===== config.mk =====
export PLATFORM = sky130hd
export DESIGN_NAME = sort_mem_arbiter
export DESIGN_NICKNAME = d
export VERILOG_FILES = /design/src/rtl/sort_mem_arbiter.sv
export SDC_FILE = /design/constraint.sdc
export NUM_CORES = 1
export LEC_CHECK = 0
export ABC_AREA = 1
export ABC_CLOCK_PERIOD_IN_PS = 1160
export BUFFER_PORTS_ARGS = -buffer_cell sky130_fd_sc_hd__buf_2
export CAP_MARGIN = 30
export CORE_MARGIN = 2
export CORE_UTILIZATION = 32
export DETAILED_ROUTE_END_ITERATION = 7
export PLACE_DENSITY_LB_ADDON = 0.05
export RECOVER_POWER = 100
export SLEW_MARGIN = 20
export SYNTH_ARGS = -nofsm -noshare
export SYNTH_HDL_FRONTEND = slang
export SYNTH_SLANG_ARGS = --single-unit

===== constraint.sdc =====
create_clock -name clk -period 1.16 [get_ports clk]
set_clock_uncertainty 0.05 [all_clocks]
set_input_delay 0.116 -clock clk [delete_from_list [all_inputs] [get_ports clk]]
set_output_delay 0.116 -clock clk [all_outputs]
set_load 0.02 [all_outputs]

===== src/rtl/sort_mem_arbiter.sv =====
// Two-port arbiter in front of a single-port RAM: host (port 0) and sorter datapath (port 1).
// Round-robin in IDLE, lock-based ownership, one-cycle read-valid pulses and a sticky starvation flag.
module sort_mem_arbiter #(
    parameter int AW      = 3,
    parameter int DW      = 8,
    parameter int TIMEOUT = 64
) (
    input  logic          clk,
    input  logic          rst,
    input  logic          req0,
    input  logic          we0,
    input  logic          lock0,
    input  logic [AW-1:0] addr0,
    input  logic [DW-1:0] wdata0,
    input  logic          req1,
    input  logic          we1,
    input  logic          lock1,
    input  logic [AW-1:0] addr1,
    input  logic [DW-1:0] wdata1,
    output logic          gnt0,
    output logic          gnt1,
    output logic          rvalid0,
    output logic          rvalid1,
    output logic [DW-1:0] rdata,
    output logic          mem_en,
    output logic          mem_we,
    output logic [AW-1:0] mem_addr,
    output logic [DW-1:0] mem_wdata,
    input  logic [DW-1:0] mem_rdata,
    output logic          starve_err
);

    localparam logic [1:0] IDLE = 2'd0;
    localparam logic [1:0] OWN0 = 2'd1;
    localparam logic [1:0] OWN1 = 2'd2;

    localparam logic [7:0] WAIT_LIMIT = TIMEOUT[7:0];

    function automatic logic [7:0] sat_inc(input logic [7:0] v);
        return (v == 8'hFF) ? v : v + 8'd1;
    endfunction

    logic [1:0] state_q, state_d;
    logic       ptr_q, ptr_d;
    logic       rvalid0_q, rvalid0_d;
    logic       rvalid1_q, rvalid1_d;
    logic [7:0] wait0_q, wait0_d;
    logic [7:0] wait1_q, wait1_d;
    logic       starve_q, starve_d;

    logic own0_held;
    logic own1_held;
    logic acc0;
    logic acc1;

    // Ownership persists only while the owner keeps its lock high; the release cycle arbitrates as IDLE.
    assign own0_held = (state_q == OWN0) && lock0;
    assign own1_held = (state_q == OWN1) && lock1;

    always_comb begin
        gnt0 = 1'b0;
        gnt1 = 1'b0;
        if (rst) begin
            gnt0 = 1'b0;
            gnt1 = 1'b0;
        end else if (own0_held) begin
            gnt0 = req0;
        end else if (own1_held) begin
            gnt1 = req1;
        end else if (req0 && req1) begin
            gnt0 = ~ptr_q;
            gnt1 = ptr_q;
        end else begin
            gnt0 = req0;
            gnt1 = req1;
        end
    end

    assign acc0 = gnt0 && req0;
    assign acc1 = gnt1 && req1;

    always_comb begin
        mem_en    = acc0 || acc1;
        mem_we    = 1'b0;
        mem_addr  = '0;
        mem_wdata = '0;
        if (acc0) begin
            mem_we    = we0;
            mem_addr  = addr0;
            mem_wdata = wdata0;
        end else if (acc1) begin
            mem_we    = we1;
            mem_addr  = addr1;
            mem_wdata = wdata1;
        end
    end

    always_comb begin
        state_d = state_q;
        if (!own0_held && !own1_held) begin
            state_d = IDLE;
            if (acc0 && lock0) begin
                state_d = OWN0;
            end else if (acc1 && lock1) begin
                state_d = OWN1;
            end
        end
    end

    always_comb begin
        ptr_d = ptr_q;
        if (acc0) begin
            ptr_d = 1'b1;
        end else if (acc1) begin
            ptr_d = 1'b0;
        end
    end

    always_comb begin
        rvalid0_d = acc0 && !we0;
        rvalid1_d = acc1 && !we1;
        wait0_d   = (req0 && !gnt0) ? sat_inc(wait0_q) : 8'd0;
        wait1_d   = (req1 && !gnt1) ? sat_inc(wait1_q) : 8'd0;
        starve_d  = starve_q || (wait0_d >= WAIT_LIMIT) || (wait1_d >= WAIT_LIMIT);
    end

    always_ff @(posedge clk) begin
        if (rst) begin
            state_q   <= IDLE;
            ptr_q     <= 1'b0;
            rvalid0_q <= 1'b0;
            rvalid1_q <= 1'b0;
            wait0_q   <= 8'd0;
            wait1_q   <= 8'd0;
            starve_q  <= 1'b0;
        end else begin
            state_q   <= state_d;
            ptr_q     <= ptr_d;
            rvalid0_q <= rvalid0_d;
            rvalid1_q <= rvalid1_d;
            wait0_q   <= wait0_d;
            wait1_q   <= wait1_d;
            starve_q  <= starve_d;
        end
    end

    // A reset arriving while a read is in flight suppresses that read's valid pulse.
    assign rvalid0    = rvalid0_q && !rst;
    assign rvalid1    = rvalid1_q && !rst;
    assign rdata      = mem_rdata;
    assign starve_err = starve_q;

endmodule


Yosys cells after proc, flatten, opt, wreduce, memory -nomap -nowiden
Index checks and enable logic that the tools add are counted.
{"block": "totals", "reg_bits": 22, "inputBits": 38, "out_inout_bits": 26, "elab_cells": 63}
{"block": "op_classes", "add_sub_neg": 2, "order_cmp": 2, "eq_ne": 4, "muxes": 22, "n_bitwise": 1, "n_reduce_logical": 25}
{"op": "$mux W8", "n": 6}
{"op": "$add A8 B1 Y8 const B", "n": 2}
{"op": "$eq A8 B8 Y1 const B", "n": 2}
{"op": "$ge A8 B7 Y1 const B", "n": 2}
{"op": "$logic_and A1 B1 Y1", "n": 14}
{"op": "$mux W1", "n": 12}
{"op": "$logic_not A1 Y1", "n": 7}
{"op": "$mux W3", "n": 2}
{"op": "$mux W2", "n": 2}
{"op": "$logic_or A1 B1 Y1", "n": 3}
{"op": "$eq A2 B1 Y1 const B", "n": 1}
{"op": "$eq A2 B2 Y1 const B", "n": 1}
{"op": "$reduce_bool A2 Y1", "n": 1}
{"op": "$not A1 Y1", "n": 1}

Depth between registers and ports, before layout
{"block": "logic_depth", "ltp_word": 11, "ltp_mapped": 9, "depth_no_buf": 9}

Worst setup path before layout
Ideal clock, no wire load.
{"block": "synth_path", "path_kind": "reg-to-output", "startpoint": "register state_q[0]", "endpoint": "output port mem_addr[0]", "arrival_ps": 1134, "setup_slack_ps": -140, "stages_incl_launch_ff": 10, "cell_sequence": "dfxtp_1 nand2_1 nor2_4 inv_2 nand2_2 nand2_2 inv_2 buf_6 nand2_1 nand2_1"}
{"block": "synth_via", "word_cells_on_any_way": 14, "cone_classes": "eq/ne (2); mux (8); reduce/logical (4)"}
{"element": "start, declared", "line_no": "43", "rtl": "logic [1:0] state_q, state_d;"}
{"element": "start signal, assigned", "line_no": "137", "rtl": "state_q <= state_d;"}
{"element": "$eq A2 B2 Y1", "line_no": "58", "rtl": "assign own1_held = (state_q == OWN1) && lock1;"}
{"element": "$logic_and A1 B1 Y1", "line_no": "58"}
{"element": "$mux W1", "line_no": "68", "rtl": "end else if (own1_held) begin"}
{"element": "$mux W1 *", "line_no": "66", "rtl": "end else if (own0_held) begin"}
{"element": "$mux W1 *", "line_no": "63", "rtl": "if (rst) begin"}
{"element": "named net gnt0", "line_no": "20", "rtl": "output logic gnt0,"}
{"element": "$logic_and A1 B1 Y1 *", "line_no": "79", "rtl": "assign acc0 = gnt0 && req0;"}
{"element": "$mux W3 *", "line_no": "87", "rtl": "if (acc0) begin"}
{"element": "end, declared", "line_no": "27", "rtl": "output logic [AW-1:0] mem_addr,"}
The timed path passes the listed nets; every way through them passes the cells marked *.

Final worst setup path
{"block": "layout_path", "startpoint": "register state_q[0]", "endpoint": "output port mem_we"}
{"block": "layout_via", "elab_chain_len": 8, "word_cells_on_any_way": 14, "cone_classes": "eq/ne (2); mux (8); reduce/logical (4)"}
{"element": "$eq A2 B2 Y1", "line_no": "58"}
{"element": "$logic_and A1 B1 Y1", "line_no": "58"}
{"element": "$mux W1", "line_no": "68"}
{"element": "$mux W1", "line_no": "66"}
{"element": "$mux W1", "line_no": "63"}
{"element": "$logic_and A1 B1 Y1", "line_no": "80", "rtl": "assign acc1 = gnt1 && req1;"}
{"element": "$mux W1", "line_no": "91", "rtl": "end else if (acc1) begin"}
{"element": "$mux W1 *", "line_no": "87"}
{"element": "end, declared", "line_no": "26", "rtl": "output logic mem_we,"}
Mark *: on every way between the ends. The rest lies on a longest branch, timed or not.

==> results.cfg <==
[global_routing]
grt_pass1_wl_um = 5181
grt_max_degree = 15
grt_pass1_vias = 1258
grt_antenna_before_repair = 0
overflow = 0
track_usage_pct = 14.68

[floorplanning]
die_area_um2 = 4663
core_area_um2 = 4000
die_y_um = 68.29
rows = 23
io_pins = 64
start_util_pct = 33.06
fp.dieW_um = 68.29

[synthesis]
yosysUniqueCellTypes = 24
yosys_warnings = 0
avgSynthCellArea_um2 = 6.420
ys_ff_latch = 22
yosysSeqAreaShare_pct = 33.30
synthCells = 206
syn_nets = 246
synth_area_um2 = 1323

[sta]
setup-tns-final_ns = -8.131
hold_viol = 0
setup_viol = 33
setup_slack_ns = -0.3988
relSlewSlack_pct = 72.50
grt_setup_unrepaired = yes
tightest_slew_ns = 0.4109
timing.fmax_mhz = 641.5
post-route-period-util_pct = 134.4
holdWs_ns = 0.05775
period_needed_ns = 1.559
slew_violations = 0

[job]
max_cap_viol_count = 0

[drt]
remaining_drc_errors = 0
vias = 1466
firstDrtPassIters = 4
dr.first_iter.drc_count = 23
wl_per_cell_um = 10.70
route.antenna.remaining_nets = 0
via_per_inst = 4.350
wl_um = 3607

[finish]
drive_gt1_share_pct = 53.31
layout_common_cells = nand2_1 (45), buf_4 (41), buf_2 (31)
nets = 329
layout_commonest_cell = nand2_1
finalNonFillerCells = 337
fin_area_um2 = 2240
antennaDiodeCount = 0
areaGrowthSynthToFinish_pct = 69.35

[worst_setup_path]
cp_slowest_stage_delay_ns = 0.34
path_class = flop to output pin
end_kind = output pin
cp.arrival_ns = 1.39
crit_path_start_kind = flop
required_ns = 0.99
path_max_fanout = 6
cp_cell_sequence = nand2_2 -> nor2_4 -> inv_2 -> nand2_4 -> nand2_8 -> buf_6 -> a21oi_2 -> buf_6
crit_slowest_cell = dfxtp_2
crit_top_cell = buf_6

[placed_design]
placed_cells = 325
hpwl_um = 2538
portBuffers = 47
place.gp.congestion = 0.7533
placed_cell_area_um2 = 1914

[power]
total_leakage_power_nw = 1.051
p_per_area_nw_per_um2 = 749.2
fin_total_pwr_mw = 1.678
peakVddDrop_v = 0.0005983

[clock_tree]
cts_tree = yes
htreeDepth = 1
cts_buffer_depth = 2
cts-root-buf = clkbuf_8
numClockSinks = 22
numCtsBuffers = 3
clk_pin_slew_ns = 0.08
clock_latency_ns = 0.26

[status]
violations = setup timing
outcome = finished with violations

[hold_path]
hold_class = primary input to flop
[per-stage QoR]
step	worst slack, ns	util [%]
after global routing	-0.4773	55.99
after CTS	-0.4030	51.49
after detailed placement	-0.1965	47.86
after floorplan	-0.08373	-
final	-0.3988	55.99
after global placement	-0.1785	47.86
[per-layer routing]
layer	share of wire, %	routed length (µm)	vias up	track usage (%)
li1	-	-	795	-
met1	44	1570	640	18.13
met2	51	1828	29	25.00
met3	5.1	183	2	3.618
met4	0.69	25	0	4.500
met5	0	0	-	0
[timing repair]
| action | 4_1_cts | 5_1_grt |
|---|---|---|
| buffers inserted | 4 | 4 |
| setup endpoints to repair | 33 | 34 |
| gates resized for setup | 31 | 40 |
| hold buffers | 1 | 0 |
| pin swaps | 13 | 14 |
| gates cloned | 1 | 1 |
| hold endpoints to repair | 1 | 0 |
[area by class of cell]
cell class	instances	area (µm²)
fill	392	1760
sequential	22	456.7
tap	50	62.56
multi-input combinational	148	920.9
timing repair buffer	86	620.6
timing repair inverter	2	20.02
inverter	26	117.6
clock buffer	3	41.29
[synthesized netlist by cell type (all sizes together)]
master | number | share of area (%)
nand4 | 2 | 0.95
nor3 | 3 | 1.1
xnor2 | 1 | 0.66
nand3 | 10 | 4.5
o21ai | 13 | 4.9
nor2 | 28 | 9.3
ha | 2 | 1.9
buf | 10 | 6.2
xor2 | 2 | 1.3
dfxtp | 22 | 33
a21oi | 11 | 5.0
nand2 | 75 | 23
a21boi | 1 | 0.57
inv | 26 | 7.6
[cell families after synthesis]
group / Yosys count / synth area share, %
flip-flops: 22 / 33.30
buffers and inverters: 36 / 13.81
AO/OA/AOI/OAI: 25 / 10.50
AND/OR/NAND/NOR: 118 / 38.50
XOR/XNOR: 3 / 1.987
adder cells (fa/ha/maj): 2 / 1.892
[worst paths after layout]
kind | startpoint | to | slack, ns | cells past startpoint
setup / recovery | state_q[0]$_SDFFE_PP0P_ | mem_we | -0.40 | 8
hold reg to reg | wait0_q[4]$_SDFF_PP0_ | wait0_q[4]$_SDFF_PP0_ | 0.41 | 2
hold / removal | lock1 | state_q[1]$_SDFFE_PP0P_ | 0.06 | 3
setup reg to reg | state_q[0]$_SDFFE_PP0P_ | wait1_q[5]$_SDFF_PP0_ | -0.27 | 9
[power breakdown]
group	total (mW)	leakage [nW]	switching [mW]	internal, mW
combinational	0.441	0.847	0.230	0.212
sequential	0.773	0.183	0.00938	0.764
clock	0.464	0.0216	0.232	0.231
total	1.68	1.05	0.471	1.21
[critical path, delay by kind of cell, from the launching register on]
kind                   cells  cell delay (ns)
DFF                        1             0.34
AOI/OAI and AO/OA          1             0.11
buffers and inverters      3             0.34
and+or+nand+nor            4             0.34
[sequential cells by signal, indices dropped and copies added, names as in the netlist]
register    cells
starve_err      1
wait0_q         8
wait1_q         8
rvalid1_q       1
state_q         2
rvalid0_q       1
ptr_q           1
(Power assumes the default switching activity.)
